**config.mk**
```make
export PLATFORM = sky130hd
export DESIGN_NAME = mem_access_stage
export DESIGN_NICKNAME = d
export VERILOG_FILES = /design/src/rtl/mem_access_stage_pkg.sv /design/src/rtl/mem_wait_timer.sv /design/src/rtl/mem_access_stage.sv
export SDC_FILE = /design/constraint.sdc
export NUM_CORES = 1
export LEC_CHECK = 0
export ABC_AREA = 1
export ABC_CLOCK_PERIOD_IN_PS = 1800
export CAP_MARGIN = 5
export CORE_MARGIN = 8
export CORE_UTILIZATION = 47
export CTS_CLUSTER_SIZE = 10
export DETAILED_ROUTE_END_ITERATION = 8
export PLACE_DENSITY = 0.8
export SLEW_MARGIN = 20
export SYNTH_ARGS = -nofsm -noshare
export SYNTH_HDL_FRONTEND = slang
export SYNTH_SLANG_ARGS = --single-unit
```
**constraint.sdc**
```tcl
create_clock -name clk -period 1.8 [get_ports clk]
set_clock_uncertainty 0.05 [all_clocks]
set_input_delay 0.36 -clock clk [delete_from_list [all_inputs] [get_ports clk]]
set_output_delay 0.36 -clock clk [all_outputs]
set_load 0.05 [all_outputs]
```
**src/rtl/mem_access_stage_pkg.sv**
```systemverilog
// mem_access_stage_pkg: shared state encoding, timeout limit and word-align mask
package mem_access_stage_pkg;
  typedef enum logic {IDLE, MEM_WAIT} state_t;
  localparam logic [7:0] TIMEOUT_LIMIT = 8'd255;
  localparam logic [31:0] WORD_MASK = 32'hFFFF_FFFC;
endpackage

```
**src/rtl/mem_wait_timer.sv**
```systemverilog
// mem_wait_timer: counts ack-less MEM_WAIT cycles and flags the edge where the count reaches the limit
module mem_wait_timer
  import mem_access_stage_pkg::*;
(
  input  logic clk,
  input  logic rst_n,
  input  logic start,
  input  logic run,
  input  logic ack,
  output logic timeout
);
  logic [7:0] cnt;
  always_ff @(posedge clk or negedge rst_n)
    if (!rst_n) cnt <= 8'd0;
    else if (start) cnt <= 8'd0;
    else if (run && !ack) cnt <= cnt + 8'd1;
  assign timeout = run && !ack && (cnt == TIMEOUT_LIMIT - 8'd1);
endmodule

```
**src/rtl/mem_access_stage.sv**
```systemverilog
// mem_access_stage: MEM pipeline stage issuing one data-memory request at a time and registering writeback results
module mem_access_stage
  import mem_access_stage_pkg::*;
(
  input  logic        clk,
  input  logic        rst_n,
  input  logic        in_valid,
  output logic        in_ready,
  input  logic [31:0] alu_result,
  input  logic [31:0] store_data,
  input  logic        mem_read,
  input  logic        mem_write,
  input  logic        wb_sel,
  input  logic        reg_write,
  input  logic [4:0]  rd_addr,
  output logic        dmem_req,
  output logic        dmem_we,
  output logic [31:0] dmem_addr,
  output logic [31:0] dmem_wdata,
  input  logic        dmem_ack,
  input  logic [31:0] dmem_rdata,
  output logic [31:0] output_reg_ALU,
  output logic [31:0] output_reg_mem,
  output logic        sel_dat,
  output logic [4:0]  wb_rd,
  output logic        wb_reg_write,
  output logic        wb_valid,
  output logic        err_timeout
);
  state_t state, state_d;
  logic accept, mem_op, done, timeout;
  logic [31:0] lat_alu;
  logic [4:0] lat_rd;
  logic lat_rw, lat_sel, lat_read;
  mem_wait_timer u_timer (
    .clk(clk),
    .rst_n(rst_n),
    .start(accept && mem_op),
    .run(state == MEM_WAIT),
    .ack(dmem_ack),
    .timeout(timeout)
  );
  assign in_ready = (state == IDLE);
  always_comb begin
    mem_op = mem_read || mem_write;
    accept = in_valid && (state == IDLE);
    done = (state == MEM_WAIT) && (dmem_ack || timeout);
    state_d = (accept && mem_op) ? MEM_WAIT : done ? IDLE : state;
  end
  always_ff @(posedge clk or negedge rst_n)
    if (!rst_n) state <= IDLE;
    else state <= state_d;
  always_ff @(posedge clk or negedge rst_n) begin
    if (!rst_n) begin
      dmem_req <= 1'b0;
      dmem_we <= 1'b0;
      dmem_addr <= 32'd0;
      dmem_wdata <= 32'd0;
      output_reg_ALU <= 32'd0;
      output_reg_mem <= 32'd0;
      sel_dat <= 1'b0;
      wb_rd <= 5'd0;
      wb_reg_write <= 1'b0;
      wb_valid <= 1'b0;
      err_timeout <= 1'b0;
      lat_alu <= 32'd0;
      lat_rd <= 5'd0;
      lat_rw <= 1'b0;
      lat_sel <= 1'b0;
      lat_read <= 1'b0;
    end else begin
      wb_valid <= 1'b0;
      if (accept) begin
        lat_alu <= alu_result;
        lat_rd <= rd_addr;
        lat_rw <= reg_write;
        lat_sel <= wb_sel && !mem_write;
        lat_read <= mem_read && !mem_write;
        if (mem_op) begin
          dmem_req <= 1'b1;
          dmem_we <= mem_write;
          dmem_addr <= alu_result & WORD_MASK;
          dmem_wdata <= store_data;
        end else begin
          output_reg_ALU <= alu_result;
          sel_dat <= wb_sel;
          wb_rd <= rd_addr;
          wb_reg_write <= reg_write;
          wb_valid <= 1'b1;
        end
      end
      if (done) begin
        dmem_req <= 1'b0;
        output_reg_ALU <= lat_alu;
        sel_dat <= lat_sel;
        wb_rd <= lat_rd;
        wb_reg_write <= lat_rw;
        wb_valid <= 1'b1;
        if (!dmem_ack) begin
          output_reg_mem <= 32'd0;
          err_timeout <= 1'b1;
        end else if (lat_read) output_reg_mem <= dmem_rdata;
      end
    end
  end
endmodule

```
**Yosys cells after proc, flatten, opt, wreduce, memory -nomap -nowiden**

Index checks and enable logic that the tools add are counted.

- Bits in latches: 0
- Word-level logic and storage cells: 68
- Output and inout bits: 140
- ROM bits: 0
- RAM bits: 0
- Flip-flop bits (word level): 186
- Memories kept: 0
- Input bits: 109

- Bitwise logic cells: 2
- Magnitude comparators: 0
- Multiply operators: 0
- Shift operators: 0
- Add/sub/neg operators: 1
- Reduce and logical (&&, ||, !) cells: 20
- Multiplexer cells: 24
- Eq/ne operators: 3
- Div/mod/pow operators: 0

Operators with widths:

| cell | number |
|---|---|
| $mux 32 | 5 |
| $mux 8 | 2 |
| $mux 5 | 3 |
| $mux 1 | 14 |
| $reduce_and 2->1 | 5 |
| $add 8x1->8 const B | 1 |
| $eq 8x8->1 const B | 1 |
| $reduce_bool 2->1 | 4 |
| $logic_and 1x1->1 | 7 |
| $ne 2x1->1 const B | 2 |
| $logic_not 1->1 | 2 |
| $logic_or 1x1->1 | 2 |
| $not 1->1 | 2 |

**Logic depth before layout (Yosys ltp)**

- Word-level depth: 7
- Mapped depth: 11
- Gate-level depth less buffers: 10

**By module**

Synthesis repeated with hierarchy kept, for this count alone.

- Cells, all modules: 924
- Area total of the unflattened synthesis: 7988.9 um2

By module, submodules not included:

| module | area an instance (um2) | times used | seq. area each (um2) | cells each |
|---|---|---|---|---|
| mem_access_stage | 7543.5 | 1 | 4454.3 | 866 |
| mem_wait_timer | 445.4 | 1 | 200.2 | 58 |

**Worst setup path before layout**

OpenSTA, ideal clock, no wires.

- Kind: register to register
- From: reg state
- To: reg dmem_wdata[13]
- Stages on the path, launching flop included: 9
- Setup time: 0.118 ns
- Data arrival time: 1.349 ns
- Data required time: 1.632 ns
- Period minus slack after synthesis: 1.517 ns
- Slack: 0.283 ns
- Path buffers: 2
- Cell sequence: dfrtp_1 inv_2 nand2_4 inv_2 nand2_2 buf_4 buf_4 nand2_1 nand2_1

- Longest elaborated chain between the ends: 3

RTL lines:

| element | line | RTL |
|---|---|---|
| start, declared | mem_access_stage.sv:30 | `state_t state, state_d;` |
| start signal, assigned | mem_access_stage.sv:52 | `else state <= state_d;` |
| $not 1->1 | -- |  |
| net in_ready | mem_access_stage.sv:8 | `output logic in_ready,` |
| $logic_and 1x1->1 | mem_access_stage.sv:46 | `accept = in_valid && (state == IDLE);` |
| $reduce_and 2->1 (no line) | -- |  |
| end signal, assigned | mem_access_stage.sv:83 | `dmem_wdata <= store_data;` |
| end, declared | mem_access_stage.sv:19 | `output logic [31:0] dmem_wdata,` |

The timed path passes the listed nets, and every way through them passes these cells.
A chain may end at the register's enable or synchronous reset.

**Final worst setup path**

- From: reg u_timer.cnt[0]
- To: reg output_reg_mem[12]

- Longest elaborated chain between the ends: 5

RTL lines:

| element | line | RTL |
|---|---|---|
| start, declared | mem_wait_timer.sv:12 | `logic [7:0] cnt;` |
| start signal, assigned | mem_wait_timer.sv:16 | `else if (run && !ack) cnt <= cnt + 8'd1;` |
| $eq 8x8->1 | mem_wait_timer.sv:17 | `assign timeout = run && !ack && (cnt == TIMEOUT_LIMIT - 8'd1);` |
| $logic_and 1x1->1 | mem_wait_timer.sv:17 |  |
| $logic_or 1x1->1 | mem_access_stage.sv:47 | `done = (state == MEM_WAIT) && (dmem_ack \|\| timeout);` |
| $logic_and 1x1->1 | mem_access_stage.sv:47 |  |
| $reduce_and 2->1 (no line) | -- |  |
| end signal, assigned | mem_access_stage.sv:102 | `end else if (lat_read) output_reg_mem <= dmem_rdata;` |
| end, declared | mem_access_stage.sv:23 | `output logic [31:0] output_reg_mem,` |

No other way between the ends.

==> impl_metrics.py <==
metrics = {
    "setup_path": {
        "crit_path_max_fanout": 32,
        "rr_worst_depth": 10,
        "crit_arrival_ps": 1920,
        "worst_setup_path_end_kind": "register",
        "start_kind": "register",
        "setup.worst_path.class": "register to register",
        "cp_data_required_time_ps": 2040,
    },
    "global_route": {
        "antenna_found_initial": 0,
        "grt_use_total_pct": 21.6,
        "grt_overflow_total": 0,
        "grt_pass1_wl_um": 37600,
        "grt_pass1_vias": 7034,
        "grt_max_degree": 41,
    },
    "power_and_ir_drop": {
        "clockPowerShare_pct": 25.1,
        "leakagePower_nw": 5.90,
        "power_frac_comb_pct": 38.9,
        "swShare_pct": 41.0,
        "peakVddDrop_mv": 0.840,
        "pwr_density_cell_mw_per_mm2": 1410,
        "power.internal_mw": 9.32,
        "pwr-share-seq_pct": 36.0,
        "power.switching_mw": 6.49,
    },
    "clock_tree": {
        "cts_max_level": 4,
        "cts_buffers": 17,
        "cts.clk_slew.worst_paths_ps": 60,
        "cts_buffer_depth": 2,
        "clock_sink_count": 186,
        "clk_latency_ps": 420,
        "cts_tree": "done",
        "cts-root-buf": "clkbuf_16",
    },
    "placement": {
        "hpwl_um": 16300,
        "place_congestion": 0.847,
        "port_buffers": 246,
        "place_area_mm2": 0.0105,
    },
    "synth": {
        "synth_seq_cells": 186,
        "syn-cell-area_mm2": 0.00796,
        "synth_cell_types": 25,
        "yosys_warnings": 0,
        "synth_cells": 961,
        "avgSynthCellArea_um2": 8.29,
        "ys_seq_area_share_pct": 58.4,
    },
    "flow_run": {
        "drv_cap": 0,
    },
    "final_layout": {
        "nFillCells": 1361,
        "mostFrequentLayoutCells": "nand2_1 (408), dfrtp_1 (185), buf_4 (160), clkdlybuf4s50_1 (107), inv_1 (83)",
        "finalNetCount": 1312,
        "layout-drive-gt1-share_pct": 18.0,
        "final_common_cell": "nand2_1",
        "diodes": 0,
        "area_growth_pct": 40.3,
        "design_area_mm2": 0.0112,
    },
    "timing": {
        "period_needed_ps": 1680,
        "report.final.setup_viol": 0,
        "hold_viol_final": 0,
        "fmax_mhz": 596,
        "post-route-period-util_pct": 93.3,
        "fin_tns_setup_ps": 0,
        "maxSlewViolCount": 0,
    },
    "detailed_routing": {
        "drtIter0Drc": 441,
        "vias_per_cell": 4.98,
        "drc": 0,
        "drt_first_pass_iters": 5,
        "drt_wl_total_um": 23400,
        "antenna_left": 0,
        "avgRoutedWirePerCell_um": 16.3,
        "via_count": 7138,
    },
    "floorplan": {
        "io_pins": 249,
        "core_mm2": 0.0166,
        "num_rows": 47,
        "start_util_pct": 48.0,
        "fp.dieW_um": 146,
        "die_h_um": 146,
        "dieArea_mm2": 0.0214,
    },
    "run_status": {
        "status": "finished clean",
    },
    "hold_path": {
        "hp-class": "input pin to asynchronous set/reset pin",
    },
}
[flip-flops by register name, indices dropped and copies added (netlist names), 5 cells and up]
name	flops
lat_alu	32
u_timer.cnt	8
lat_rd	5
output_reg_mem	32
wb_rd	5
output_reg_ALU	32
dmem_wdata	32
dmem_addr	30
[repair_timing]
action,in CTS,in global routing
setup buffers,0,0
setup endpoints to repair,0,36
hold buffers,1,0
endpoints found under the hold margin,31,0
resized for setup,0,6
[cells by family after synthesis]
group | Yosys count | share of synthesized area, %
AND/OR/NAND/NOR | 542 | 28.2
flip-flops | 186 | 58.4
buffers and inverters | 149 | 7.81
AO/OA/AOI/OAI | 81 | 5.17
adder cells (fa/ha/maj) | 2 | 0.314
other | 1 | 0.0471
[worst paths after layout]
kind	slack, ps	to	startpoint
max in group asynchronous	760	output_reg_ALU[11]	rst_n
setup / recovery	120	output_reg_mem[12]	u_timer.cnt[0]
hold / removal	380	dmem_wdata[21]	rst_n
setup reg to reg	120	output_reg_mem[12]	u_timer.cnt[0]
min in group clk	420	err_timeout	err_timeout
hold reg to reg	420	err_timeout	err_timeout
[metal layers]
| layer | up-vias | GRT usage (%) | part of all wire, % |
|---|---|---|---|
| met5 | - | 0 | 0 |
| met4 | 0 | 5.10 | 1.2 |
| met3 | 18 | 6.61 | 8.7 |
| met2 | 267 | 35.3 | 48 |
| met1 | 3371 | 27.6 | 42 |
| li1 | 3482 | - | - |
[layout make-up]
class | instances | area [um2] | area share, %
clock buffer | 18 | 439 | 3.93
multi-input combinational | 627 | 2720 | 24.3
sequential | 186 | 4660 | 41.7
timing repair buffer | 282 | 2560 | 22.9
tap | 220 | 275 | 2.46
inverter | 87 | 327 | 2.92
clock inverter | 14 | 194 | 1.74
[power groups by stage]
stage,Sequential (mW),Clock (mW),Combinational (mW)
after floorplan,8.36,0,1.28
after global placement,5.73,0,6.05
after detailed placement,5.75,0,6.14
after CTS,5.70,4.04,6.16
after global routing,5.81,4.23,6.54
final,5.70,3.96,6.15
[Yosys cell counts, drive strengths merged]
| cell type | instances | area, um2 |
|---|---|---|
| nand2 | 412 | 1560 |
| dfrtp | 186 | 4650 |
| inv | 87 | 327 |
| nand3 | 82 | 415 |
| o21ai | 76 | 380 |
| buf | 40 | 213 |
| nand4 | 33 | 206 |
| clkbuf | 22 | 82.6 |
| nor2 | 12 | 47.6 |
| a21oi | 2 | 10.0 |
| ha | 2 | 25.0 |
| nor3 | 2 | 10.0 |
| conb | 1 | 3.75 |
| o21a | 1 | 7.51 |
| o21bai | 1 | 7.51 |
| o22ai | 1 | 6.26 |
| or2 | 1 | 6.26 |
[stage by stage]
stage,setup slack [ps],hold slack (ps),power [mW],util (%),instances
after CTS,87.5,368,15.9,66.9,1432
after global placement,36.2,256,11.8,63.0,1399
after global routing,-1.98,386,16.6,67.4,1434
final,121,381,15.8,67.4,1434
after detailed placement,3.24,257,11.9,63.0,1399
after floorplan,283,14.4,9.64,-,962
[worst max-delay path, cell delays in order, from the launching register on]
cell     delay [ps]
dfrtp_1         400
inv_2            80
ha_1            160
nand2_1          60
nor2_1           90
nand2_1         110
nand2_4         160
nand3_2         110
buf_12          190
nand2_1          80
nand2_1          70
(Power assumes the default switching activity.)
